## config.mk

```make
export PLATFORM = sky130hd
export DESIGN_NAME = cbd_collector
export DESIGN_NICKNAME = d
export VERILOG_FILES = /design/src/rtl/cbd_collector.sv
export SDC_FILE = /design/constraint.sdc
export NUM_CORES = 1
export LEC_CHECK = 0
export CELL_PAD_IN_SITES_DETAIL_PLACEMENT = 0
export CELL_PAD_IN_SITES_GLOBAL_PLACEMENT = 2
export CORE_MARGIN = 2
export CORE_UTILIZATION = 30
export DETAILED_ROUTE_END_ITERATION = 8
export GPL_TIMING_DRIVEN = 0
export PLACE_DENSITY_LB_ADDON = 0.1
export SYNTH_ARGS = -nofsm -noshare
export SYNTH_HDL_FRONTEND = slang
export SYNTH_SLANG_ARGS = --single-unit
```

## constraint.sdc

```tcl
create_clock -name clk -period 7.73 [get_ports clk]
set_input_delay 1.1595 -clock clk [delete_from_list [all_inputs] [get_ports clk]]
set_output_delay 1.1595 -clock clk [all_outputs]
set_load 0.03 [all_outputs]
```

## src/rtl/cbd_collector.sv

```systemverilog
// cbd_collector: compacts accepted CBD lane samples into a FIFO and
// streams N_COEFFS coefficients; optional macro CBD_COLLECT_MODQ_EN.
module cbd_collector #(
   parameter int LANES      = 4,
   parameter int CAND_BITS  = 4,
   parameter int N_COEFFS   = 256,
   parameter int FIFO_DEPTH = 16,
`ifdef CBD_COLLECT_MODQ_EN
   localparam int COEF_W    = 12,
`else
   localparam int COEF_W    = CAND_BITS,
`endif
   localparam int IDX_W     = $clog2(N_COEFFS)
) (
   input  logic                       clk,
   input  logic                       reset,
   input  logic                       start,
   input  logic                       in_valid,
   input  logic [LANES*CAND_BITS-1:0] in_vals,
   input  logic [LANES-1:0]           in_accept,
   output logic                       in_ready,
   output logic [COEF_W-1:0]          coef_out,
   output logic [IDX_W-1:0]           coef_index,
   output logic                       coef_valid,
   input  logic                       coef_ready,
   output logic                       busy,
   output logic                       poly_done,
   output logic                       overflow
);

   localparam int CNT_W = $clog2(N_COEFFS + 1);
   localparam int PTR_W = $clog2(FIFO_DEPTH);
   localparam int OCC_W = $clog2(FIFO_DEPTH + 1);
   localparam int LN_W  = $clog2(LANES + 1);

   localparam logic [1:0] S_IDLE  = 2'd0;
   localparam logic [1:0] S_FILL  = 2'd1;
   localparam logic [1:0] S_DRAIN = 2'd2;

   logic [1:0]        state;
   logic [COEF_W-1:0] mem [FIFO_DEPTH];
   logic [PTR_W-1:0]  wptr;
   logic [PTR_W-1:0]  rptr;
   logic [OCC_W-1:0]  occ;
   logic [CNT_W-1:0]  wcount;
   logic [CNT_W-1:0]  rcount;
   logic [CNT_W-1:0]  room;
   logic [LN_W-1:0]   pos [LANES];
   logic [LN_W-1:0]   n_acc;
   logic [LN_W-1:0]   n_wr;
   logic [LN_W-1:0]   wr_n;
   logic              beat;
   logic              pop;
   logic              last_pop;

   function automatic logic [COEF_W-1:0] conv(input logic [CAND_BITS-1:0] s);
`ifdef CBD_COLLECT_MODQ_EN
      logic signed [12:0] v;
      v = 13'($signed(s));
      if (v < 0)
         v = v + 13'sd3329;
      return v[11:0];
`else
      return s;
`endif
   endfunction

   // slot offset of each accepted lane and the number written this beat
   always_comb begin
      n_acc = '0;
      for (int i = 0; i < LANES; i++) begin
         pos[i] = n_acc;
         n_acc  = n_acc + LN_W'(in_accept[i]);
      end
      room = CNT_W'(N_COEFFS) - wcount;
      n_wr = (CNT_W'(n_acc) > room) ? LN_W'(room) : n_acc;
   end

   assign busy       = (state != S_IDLE);
   assign in_ready   = (state == S_FILL) &&
                       ((OCC_W'(FIFO_DEPTH) - occ) >= OCC_W'(LANES));
   assign coef_valid = (occ != '0) && busy;
   assign beat       = in_valid && in_ready;
   assign pop        = coef_valid && coef_ready;
   assign wr_n       = beat ? n_wr : '0;
   assign last_pop   = pop && (rcount == CNT_W'(N_COEFFS - 1));
   assign coef_out   = coef_valid ? mem[rptr] : '0;
   assign coef_index = rcount[IDX_W-1:0];

   // compacted write of accepted lanes into free FIFO slots
   always_ff @(posedge clk) begin
      for (int i = 0; i < LANES; i++) begin
         if (beat && in_accept[i] && (pos[i] < n_wr))
            mem[PTR_W'(wptr + PTR_W'(pos[i]))] <=
               conv(in_vals[i*CAND_BITS +: CAND_BITS]);
      end
   end

   // control FSM, pointers, counts and status flags
   always_ff @(posedge clk) begin
      if (reset) begin
         state     <= S_IDLE;
         wptr      <= '0;
         rptr      <= '0;
         occ       <= '0;
         wcount    <= '0;
         rcount    <= '0;
         overflow  <= 1'b0;
         poly_done <= 1'b0;
      end else begin
         poly_done <= 1'b0;
         case (state)
            S_IDLE: begin
               if (start) begin
                  state    <= S_FILL;
                  wptr     <= '0;
                  rptr     <= '0;
                  occ      <= '0;
                  wcount   <= '0;
                  rcount   <= '0;
                  overflow <= 1'b0;
               end
            end
            S_FILL: begin
               if (wcount + CNT_W'(wr_n) == CNT_W'(N_COEFFS))
                  state <= S_DRAIN;
            end
            S_DRAIN: begin
               if (last_pop) begin
                  state     <= S_IDLE;
                  poly_done <= 1'b1;
               end
            end
            default: state <= S_IDLE;
         endcase
         if (state != S_IDLE) begin
            if (in_valid && !in_ready)
               overflow <= 1'b1;
            wptr   <= wptr + PTR_W'(wr_n);
            wcount <= wcount + CNT_W'(wr_n);
            occ    <= occ + OCC_W'(wr_n) - OCC_W'(pop);
            if (pop) begin
               rptr   <= rptr + 1'b1;
               rcount <= rcount + 1'b1;
            end
         end
      end
   end

endmodule

```

# --- After elaboration in Yosys (flattened, before gate mapping) ---
# Memory sizes are Yosys's and may differ from the RTL's. A register that Yosys moved wholly into a read port is not among the register bits.
# Cells that the tools add are included.
word_totals:
  register_bits: 35
  mem_bits_rw: 64
  in_bits: 25
  output_inout_bits: 17
  elab_cells: 98
  mem_count: 1
memory_table:
  columns: ["name", "depth", "word_bits", "rd", "rd_clocked_by_memory_dff", "wr", "line", "source"]
  rows:
  - ["mem", 16, 4, 1, 1, 4, "41", "logic [COEF_W-1:0] mem [FIFO_DEPTH];"]
classes:
  n_addsub: 14
  magnitude_cmp: 6
  eq_ne: 7
  n_mux: 38
  bitwise: 1
  reduce_logical: 23
op_table:
  columns: ["op", "n"]
  rows:
  - ["$mux 9", 7]
  - ["$mux 4", 9]
  - ["$mux 5", 3]
  - ["$logic_and 1x1->1", 14]
  - ["$mux 1", 13]
  - ["$add 9x1->9 const B", 1]
  - ["$add 9x3->9", 1]
  - ["$eq 9x8->1 const B", 1]
  - ["$eq 9x9->1 const B", 1]
  - ["$gt 3x9->1", 1]
  - ["$sub 9x9->9 const A", 1]
  - ["$add 4x3->4", 2]
  - ["$mux 2", 3]
  - ["$mux 3", 2]
  - ["$pmux 2 s3", 1]
  - ["$reduce_bool 2->1", 3]
  - ["$add 5x3->5", 1]
  - ["$ge 5x3->1 const B", 1]
  - ["$reduce_bool 5->1", 1]
  - ["$sub 5x1->5", 1]
  - ["$sub 5x5->5 const A", 1]
  - ["$add 4x1->4", 1]
  - ["$add 4x1->4 const B", 1]
  - ["$add 4x2->4", 1]
  - ["other kinds (17)", 18]

# --- Depth between registers and ports, before layout ---
# Gate-level depths: netlist of run 1.
depth:
  word_depth: 10
  ltp_mapped: 23
  mapped_depth_nobuf: 23

# --- Least setup slack after synthesis of run 1 ---
# Ideal clock, no wire load.
synth_path:
  kind: "in2reg"
  startpoint: "input port in_accept[0]"
  endpoint: "memory mem[5][0] (netlist bit) (enable)"
  setup_time_ns: 0.315
  t_arrival_ns: 5.498
  path_slack_ns: 1.918
  path_stages: 18
  n_path_buf: 1
  cell_sequence: "fa_1 > ha_1 > fa_1 > ha_1 > nor2b_1 > a221oi_1 > a311oi_2 > nand3_2 > mux2i_1 > ha_1 > nand2_1 > nand4b_1 > nor4_1 > and4_1 > a311oi_2 > or4b_2 > clkbuf_1 > nand4_1"
synth_lines:
  columns: ["item", "line", "source"]
  rows:
  - ["start: declaration", "20", "input logic [LANES-1:0] in_accept,"]
  - ["end: declaration", "41", null]

==> metrics.yaml, run 1 <==
clk_pin_slew_ps: 80
use_met3: 0.0228
fin_area_mm2: 0.00961
ys_warn_count: 0
arrival_ps: 7270
drt_iter0_drc: 623
path_cells: "clkdlybuf4s50_1 > fa_1 > ha_1 > fa_1 > ha_1 > nor2b_1 > a221oi_1 > a311oi_2 > nand3_2 > mux2i_1 > ha_1 > nand2_1 > nand4b_1 > nor4_1 > and4_1 > a311oi_2 > buf_4 > nor4_2 > inv_1 > nand4b_1"
io_buffer_count: 39
min_period_ps: 7250
via_per_inst: 5.45
drv_slew: 0
htree_levels: 3
dp_hpwl_um: 24000
final.setup_skew_ps: 14.7
hold_viol_final: 0
cp_slowest_stage_delay_ps: 680
hold_start: "overflow$_SDFF_PP0_"
grt_max_degree: 19
rr_endpoint: "mem[7][1]$_DFFE_PP_"
io_pins: 42
drc: 0
rsz0062_at_grt: "false"
end_kind: "register"
final_cell_mix: "82 x nand2_1, 70 x nor2_1, 64 x edfxtp_1"
cts_buffers: 9
rr_startpoint: "wcount[0]$_SDFFE_PP0N_"
fp.dieArea_mm2: 0.0295
place.gp.congestion: 0.840
start_util: 0.304
drive_above_1_share: 0.148
final_antenna_net_count: 0
grt_first_pass_wirelength_um: 46400
grt_pass1_vias: 7065
cpMostUsedCell: "ha_1"
finalSetupViolations: 0
hold_end: "overflow$_SDFF_PP0_"
synth_fp_nets: 988
placed_area_mm2: 0.00931
die_h_um: 172
ys_seq_elements: 99
antennaDiodeCount: 0
crit_family: "simple AND/OR/NAND/NOR gates"
fin_crit_sh: 0.938
grt_util_met2: 0.344
ff2ff_setup_slack_ps: 1730
p_leak_nw: 3.47
slew_headroom: 0.285
wl_um: 31600
slowest_stage: "nor4_2"
antenna_found_initial: 2
use_met1: 0.319
vias: 7381
core_mm2: 0.0278
yosysUniqueCellTypes: 72
min_path_type: "reg2reg"
place_ws_ps: 131
grtUsageTotal: 0.216
nets: 1038
cts_tree: "built"
worst_slew_pin_slew_ps: 1070
ys_async_sr_fraction: 0
post-route-util: 0.346
final_common_cell: "nand2_1"
fmax_mhz: 138
die_x_um: 172
p_total_w: 0.00135
status: "completed"
syn_avg_cell_area_um2: 9.17
cts.root.buffer_cell: "clkbuf_16"
start_kind: "input pin"
ys.flop_type: "edfxtp_1"
crit_fanout: 10
syn_area_mm2: 0.00844
ff2ff_path_depth: 20
drv_cap: 0
synth-edff-count: 64
syn-instance-count: 921
setup_ws_ps: 483
routedWlPerCell_um: 23.3
cp.required_ps: 7750
clk_latency_ps: 360
ir_drop_v: 0.0000885
critPathBufInv: 3
power.density_mw_per_mm2: 141
detail_route.first_pass.iterations: 5
grt_busiest_layer: "met2"
grt_overflow_total: 0
ctsLongestPathBuffers: 2
whs_path_depth: 2
finalSetupTns_ps: 0
fp-row-count: 61
ys_seq_area_frac: 0.311
area_growth_syn_to_layout_pct: 13.8
crit_type: "in2reg"
clkSinkCount: 99
==> sequential cells by signal, indices dropped and copies added (netlist names) <==
register / count
wcount: 9
state: 2
overflow: 1
rptr: 4
rcount: 9
poly_done: 1
mem: 64
wptr: 4
occ: 5
==> metrics by stage <==
step	instances	hold WS (ps)
after floorplan	921	444
after global placement	1338	469
after detailed placement	1338	469
after CTS	1354	482
after global routing	1354	537
final	1354	486
==> cells by family (layout without fill, tap and decap cells) <==
group / after synthesis / count (layout) / synth area share
mux: 130 / 130 / 0.194
compound gates: 164 / 164 / 0.127
flops: 99 / 99 / 0.311
xor+xnor: 23 / 23 / 0.0239
buf+inv: 112 / 167 / 0.0560
simple gates: 351 / 351 / 0.220
fa+ha+maj: 42 / 42 / 0.0685
==> routing by layer <==
| metal | vias up | share of wire |
|---|---|---|
| met5 | - | 0 |
| met4 | 0 | 0.012 |
| met3 | 19 | 0.032 |
| met2 | 162 | 0.45 |
| met1 | 3681 | 0.50 |
| li1 | 3519 | - |
==> worst reg2reg max path, cell delays in order (launching register included) <==
cell and delay [ps]:
dfxtp_1 580, inv_1 150, ha_1 260, xnor2_1 400, inv_1 90, ha_1 320, nor2b_1 130, a221oi_1 90
a311oi_2 490, nand3_2 250, mux2i_1 340, ha_1 310, nand2_1 80, nand4b_1 90, nor4_1 350, and4_1 270
a311oi_2 100, buf_4 260, nor4_2 680, inv_1 120, nand4b_1 310
==> how the worst max path moves through the flow <==
stage               cells past startpoint          from              endpoint
global route                           20  in_accept[0]  mem[13][1]$_DFFE_PP_
detailed placement                     20  in_accept[2]   mem[7][0]$_DFFE_PP_
global placement                       20  in_accept[2]   mem[7][0]$_DFFE_PP_
floorplan                              18  in_accept[0]   mem[5][0]$_DFFE_PP_
finish                                 20  in_accept[2]   mem[7][1]$_DFFE_PP_
CTS                                    20  in_accept[0]   mem[7][1]$_DFFE_PP_
==> power by group <==
group	leakage, nW	internal [W]	switching, W
Sequential	0.858	0.000569	0.00000514
Clock	0.147	0.000235	0.000229
Combinational	2.46	0.000115	0.000197
Total	3.47	0.000920	0.000431
==> Yosys cell counts, drive strengths merged, types with 20 or more instances <==
| master | n | area share |
|---|---|---|
| a21oi | 41 | 0.024 |
| buf | 28 | 0.019 |
| clkbuf | 47 | 0.021 |
| dfxtp | 35 | 0.083 |
| edfxtp | 64 | 0.23 |
| ha | 35 | 0.052 |
| inv | 36 | 0.016 |
| mux2 | 71 | 0.095 |
| mux2i | 39 | 0.046 |
| mux4 | 20 | 0.053 |
| nand2 | 83 | 0.037 |
| nand3 | 53 | 0.032 |
| nor2 | 70 | 0.031 |
| nor3 | 25 | 0.015 |
| o21ai | 40 | 0.024 |
==> area by class of cell <==
type / count / area [um2]
inverter: 37 / 139
multi-input combinational: 710 / 5350
timing repair buffer: 39 / 390
buffer: 75 / 334
fill: 2909 / 18200
clock buffer: 10 / 239
sequential: 99 / 2620
tap: 378 / 473
clock inverter: 6 / 57.6
==> timing repair <==
item | 4_1_cts | 5_1_grt
hold buffers | 0 | 0
setup endpoints to repair | 0 | 4
buffers inserted | 0 | 0
gates resized for setup | 0 | 1
(Power assumes the default switching activity.)
==> run 2: changes to the inputs <==
- CORE_MARGIN: 2 -> 5
- clock period: 7.73 -> 8.9 ns (I/O delays scaled with it)
==> metrics.yaml, run 2 (synthesis gave the netlist of run 1 again) <==
status: "completed"
rr_startpoint: "wcount[0]$_SDFFE_PP0N_"
whs_ps: 488
crit_family: "simple AND/OR/NAND/NOR gates"
wl_um: 32200
wl_met2_um: 14000
arrival_ps: 7560
final_common_cell: "nand2_1"
cp.depth: 21
antennaDiodeCount: 0
cts_tree: "built"
fp-row-count: 61
dr_wl_met3_um: 1520
hold_end: "overflow$_SDFF_PP0_"
rr_endpoint: "mem[1][1]$_DFFE_PP_"
fillerInstances: 2916
crit_type: "in2reg"
routedWlPerCell_um: 23.8
path_cells: "clkdlybuf4s50_1 > fa_1 > ha_1 > fa_1 > ha_1 > nor2b_1 > a221oi_1 > a311oi_2 > nand3_2 > mux2i_1 > ha_1 > nand2_1 > nand4b_1 > nor4_1 > and4_1 > a311oi_2 > buf_4 > buf_4 > nor3_1 > inv_1 > nand3_1"
seq_area_mm2: 0.00262
crit_fanout: 10
postCtsSetupBuffers: 0
multi_input_area_mm2: 0.00535
clkSinkCount: 99
antenna_found_initial: 0
ff2ff_path_depth: 21
final_antenna_net_count: 0
power.density_mw_per_mm2: 123
dp_hpwl_um: 24600
ir_drop_v: 0.0000810
end_kind: "register"
hold_start: "overflow$_SDFF_PP0_"
drv_slew: 0
rsz0062_at_grt: "false"
fmax_mhz: 133
start_util: 0.304
area_growth_syn_to_layout_pct: 13.7
hold_viol_final: 0
cp_slowest_stage_delay_ps: 680
p_leak_nw: 3.46
fin_crit_sh: 0.844
place.gp.congestion: 0.845
cts.repair.resized: 0
cp.required_ps: 8940
cpMostUsedCell: "ha_1"
finalSetupViolations: 0
drive_above_1_share: 0.147
grt_overflow_total: 0
final.setup_skew_ps: 16.9
htree_levels: 3
detail_route.first_pass.iterations: 5
nets: 1038
via_per_inst: 5.45
drt_iter0_drc: 621
drv_cap: 0
die_h_um: 178
grt_first_pass_wirelength_um: 48400
die_x_um: 178
finalSetupTns_ps: 0
clk_pin_slew_ps: 80
io_pins: 42
cts_buffers: 9
grtUsageTotal: 0.207
ff2ff_setup_slack_ps: 2860
grt_max_degree: 19
largest_reg_flops: 64
whs_path_depth: 2
clk_latency_ps: 360
route.top_layer_used: "met4"
io_buffer_count: 39
grt_pass1_vias: 7235
core_mm2: 0.0278
start_kind: "input pin"
cts_hold_buf: 0
ctsLongestPathBuffers: 2
drc: 0
vias: 7383
cts.root.buffer_cell: "clkbuf_16"
drt-met1-wl_um: 16000
worst_slew_pin_slew_ps: 1090
final_cell_mix: "82 x nand2_1, 70 x nor2_1, 64 x edfxtp_1"
slew_headroom: 0.264
min_path_type: "reg2reg"
slowest_stage: "clkdlybuf4s50_1"
critPathBufInv: 4
fp.dieArea_mm2: 0.0316
min_period_ps: 7510
## run 2: cell types whose count changed in the layout (fill, tap and decap cells not counted)
cell	previous run	this run
clkinv_4	4	3
nor3_1	24	25
nor3_2	1	0
clkinvlp_4	0	1
## run 2: how the worst max path moves through the flow
stage                 start                    to  slack (ps)
5_1_grt        in_accept[2]   mem[7][1]$_DFFE_PP_         960
4_1_cts        in_accept[2]   mem[7][1]$_DFFE_PP_        1470
6_report       in_accept[2]   mem[1][1]$_DFFE_PP_        1390
3_3_place_gp   in_accept[0]   mem[7][1]$_DFFE_PP_        1090
3_5_place_dp   in_accept[2]  mem[10][0]$_DFFE_PP_        1070
2_1_floorplan  in_accept[0]   mem[5][0]$_DFFE_PP_        2910
## run 2: cell type report
type | instances | share of cell area
buffer | 75 | 0.0348
clock buffer | 10 | 0.0249
clock inverter | 6 | 0.00586
inverter | 37 | 0.0145
multi-input combinational | 710 | 0.557
sequential | 99 | 0.273
tap | 378 | 0.0493
timing repair buffer | 39 | 0.0407
## run 2: metal layers
metal / vias up / global-route usage
met5: - / 0
met4: 0 / 0.0503
met3: 28 / 0.0266
met2: 197 / 0.316
met1: 3639 / 0.308
li1: 3519 / -
## run 2: stage by stage
| stage | cell area (um2) | setup slack (ps) | cells | util | total power [W] |
|---|---|---|---|---|---|
| CTS | 9600 | 1470 | 1354 | 0.346 | 0.00119 |
| global route | 9600 | 956 | 1354 | 0.346 | 0.00124 |
| detailed placement | 9310 | 1070 | 1338 | 0.335 | 0.000780 |
| finish | 9600 | 1390 | 1354 | 0.346 | 0.00118 |
| floorplan | 8440 | 2910 | 921 | - | 0.000683 |
| global placement | 9310 | 1090 | 1338 | 0.335 | 0.000782 |
## run 2: where the power goes
part,internal (W),leakage (nW),switching (W)
registers,0.000495,0.858,0.00000437
logic,0.000100,2.46,0.000171
clock network,0.000204,0.143,0.000205
total,0.000798,3.46,0.000380
## run 2: worst register-to-register path, stage by stage, from the launching register on
cell and delay (ps):
dfxtp_1 590, inv_1 160, ha_1 260, xnor2_1 360, inv_1 90, ha_1 320
nor2b_1 140, a221oi_1 90, a311oi_2 510, nand3_2 270, mux2i_1 320, ha_1 300
nand2_1 90, nand4b_1 90, nor4_1 370, and4_1 270, a311oi_2 90, buf_4 260
buf_4 200, nor3_1 600, inv_1 90, nand3_1 260
==> run 3: changes to the inputs <==
- clock period: 8.9 -> 7.52 ns (I/O delays scaled with it)
==> metrics.yaml, run 3 (synthesis gave the netlist of run 1 again) <==
status: "completed"
dpl.cell_count: 1338
antennaDiodeCount: 0
cts_buffers: 9
io_buffer_count: 39
drc: 0
final.setup_skew_ps: 17.6
ir_drop_v: 0.0000958
worst_slew_pin_slew_ps: 1170
final_common_cell: "nand2_1"
start_kind: "input pin"
hold_viol_final: 0
rsz0062_at_grt: "false"
grt_pass1_vias: 7235
min_path_type: "reg2reg"
final_antenna_net_count: 0
grt_overflow_total: 0
fp.dieArea_mm2: 0.0316
whs_ps: 488
nets: 1039
drt_iter0_drc: 582
grt_max_degree: 19
wl_um: 32100
fin_crit_sh: 0.933
fp-row-count: 61
drive_above_1_share: 0.148
start_util: 0.304
die_x_um: 178
dp_hpwl_um: 24600
cts.root.buffer_cell: "clkbuf_16"
finalSetupViolations: 0
ctsLongestPathBuffers: 2
place.gp.congestion: 0.845
drv_slew: 0
fin_cells: 1355
post-route-util: 0.346
htree_levels: 3
grtUsageTotal: 0.207
grt_first_pass_wirelength_um: 48400
clk_pin_slew_ps: 80
arrival_ps: 7080
clk_latency_ps: 360
crit_type: "in2reg"
min_period_ps: 7010
slew_headroom: 0.213
finalSetupTns_ps: 0
fmax_mhz: 143
cts_tree: "built"
drv_cap: 0
end_kind: "register"
power.density_mw_per_mm2: 145
vias: 7298
p_total_w: 0.00140
largest_reg_flops: 64
io_pins: 42
routedWlPerCell_um: 23.7
detail_route.first_pass.iterations: 5
antenna_found_initial: 0
crit_fanout: 10
via_per_inst: 5.39
cp.required_ps: 7590
area_growth_syn_to_layout_pct: 14.0
final_cell_mix: "82 x nand2_1, 70 x nor2_1, 64 x edfxtp_1"
clkSinkCount: 99
p_leak_nw: 3.47
die_h_um: 178
core_mm2: 0.0278
-- run 3: final cells by class --
cell class / count / area [um2]
Fill cell: 2914 / 18200
Sequential cell: 99 / 2620
Timing Repair Buffer: 40 / 398
Inverter: 37 / 139
Tap cell: 378 / 473
Clock buffer: 10 / 239
Multi-Input combinational cell: 710 / 5360
Clock inverter: 6 / 56.3
Buffer: 75 / 334
-- run 3: repair_timing --
item	CTS	global route
hold buffers	0	0
buffers inserted	0	1
setup endpoints to repair	0	45
gates resized for setup	0	2
-- run 3: final timing paths --
kind / from / end / slack [ps] / cells after the start
max: in_accept[2] / mem[10][0]$_DFFE_PP_ / 510 / 19
min: overflow$_SDFF_PP0_ / overflow$_SDFF_PP0_ / 490 / 2
max reg2reg: wcount[0]$_SDFFE_PP0N_ / mem[10][0]$_DFFE_PP_ / 1750 / 19
min reg2reg: overflow$_SDFF_PP0_ / overflow$_SDFF_PP0_ / 490 / 2
-- run 3: metal layers --
metal  vias to the layer above  track usage  part of all wire
met5                         -            0                 0
met1                      3565        0.308              0.50
li1                       3515            -                 -
met3                        30       0.0266             0.047
met2                       188        0.316              0.44
met4                         0       0.0503             0.020
-- run 3: report_power, final --
part / internal [W] / total [W] / switching, W / leakage [nW]
Sequential: 0.000585 / 0.000591 / 0.00000515 / 0.858
Clock: 0.000241 / 0.000482 / 0.000242 / 0.143
Combinational: 0.000121 / 0.000325 / 0.000204 / 2.47
Total: 0.000947 / 0.00140 / 0.000450 / 3.47
-- run 3: critical path, stage by stage --
cell and delay [ps]:
clkdlybuf4s50_1 660, fa_1 550, ha_1 230, fa_1 460, ha_1 340, nor2b_1 140
a221oi_1 90, a311oi_2 380, nand3_2 230, mux2i_1 320, ha_1 300, nand2_1 90
nand4b_1 90, nor4_1 370, and4_1 270, a311oi_2 100, buf_4 260, nor4_2 750
or3b_2 300
-- run 3: through the flow --
stage	setup WS, ps	instance area, um2
after detailed placement	-98.4	9310
after floorplan	1740	8440
after global placement	-85.1	9310
after CTS	295	9600
after global routing	33.9	9620
final	507	9620
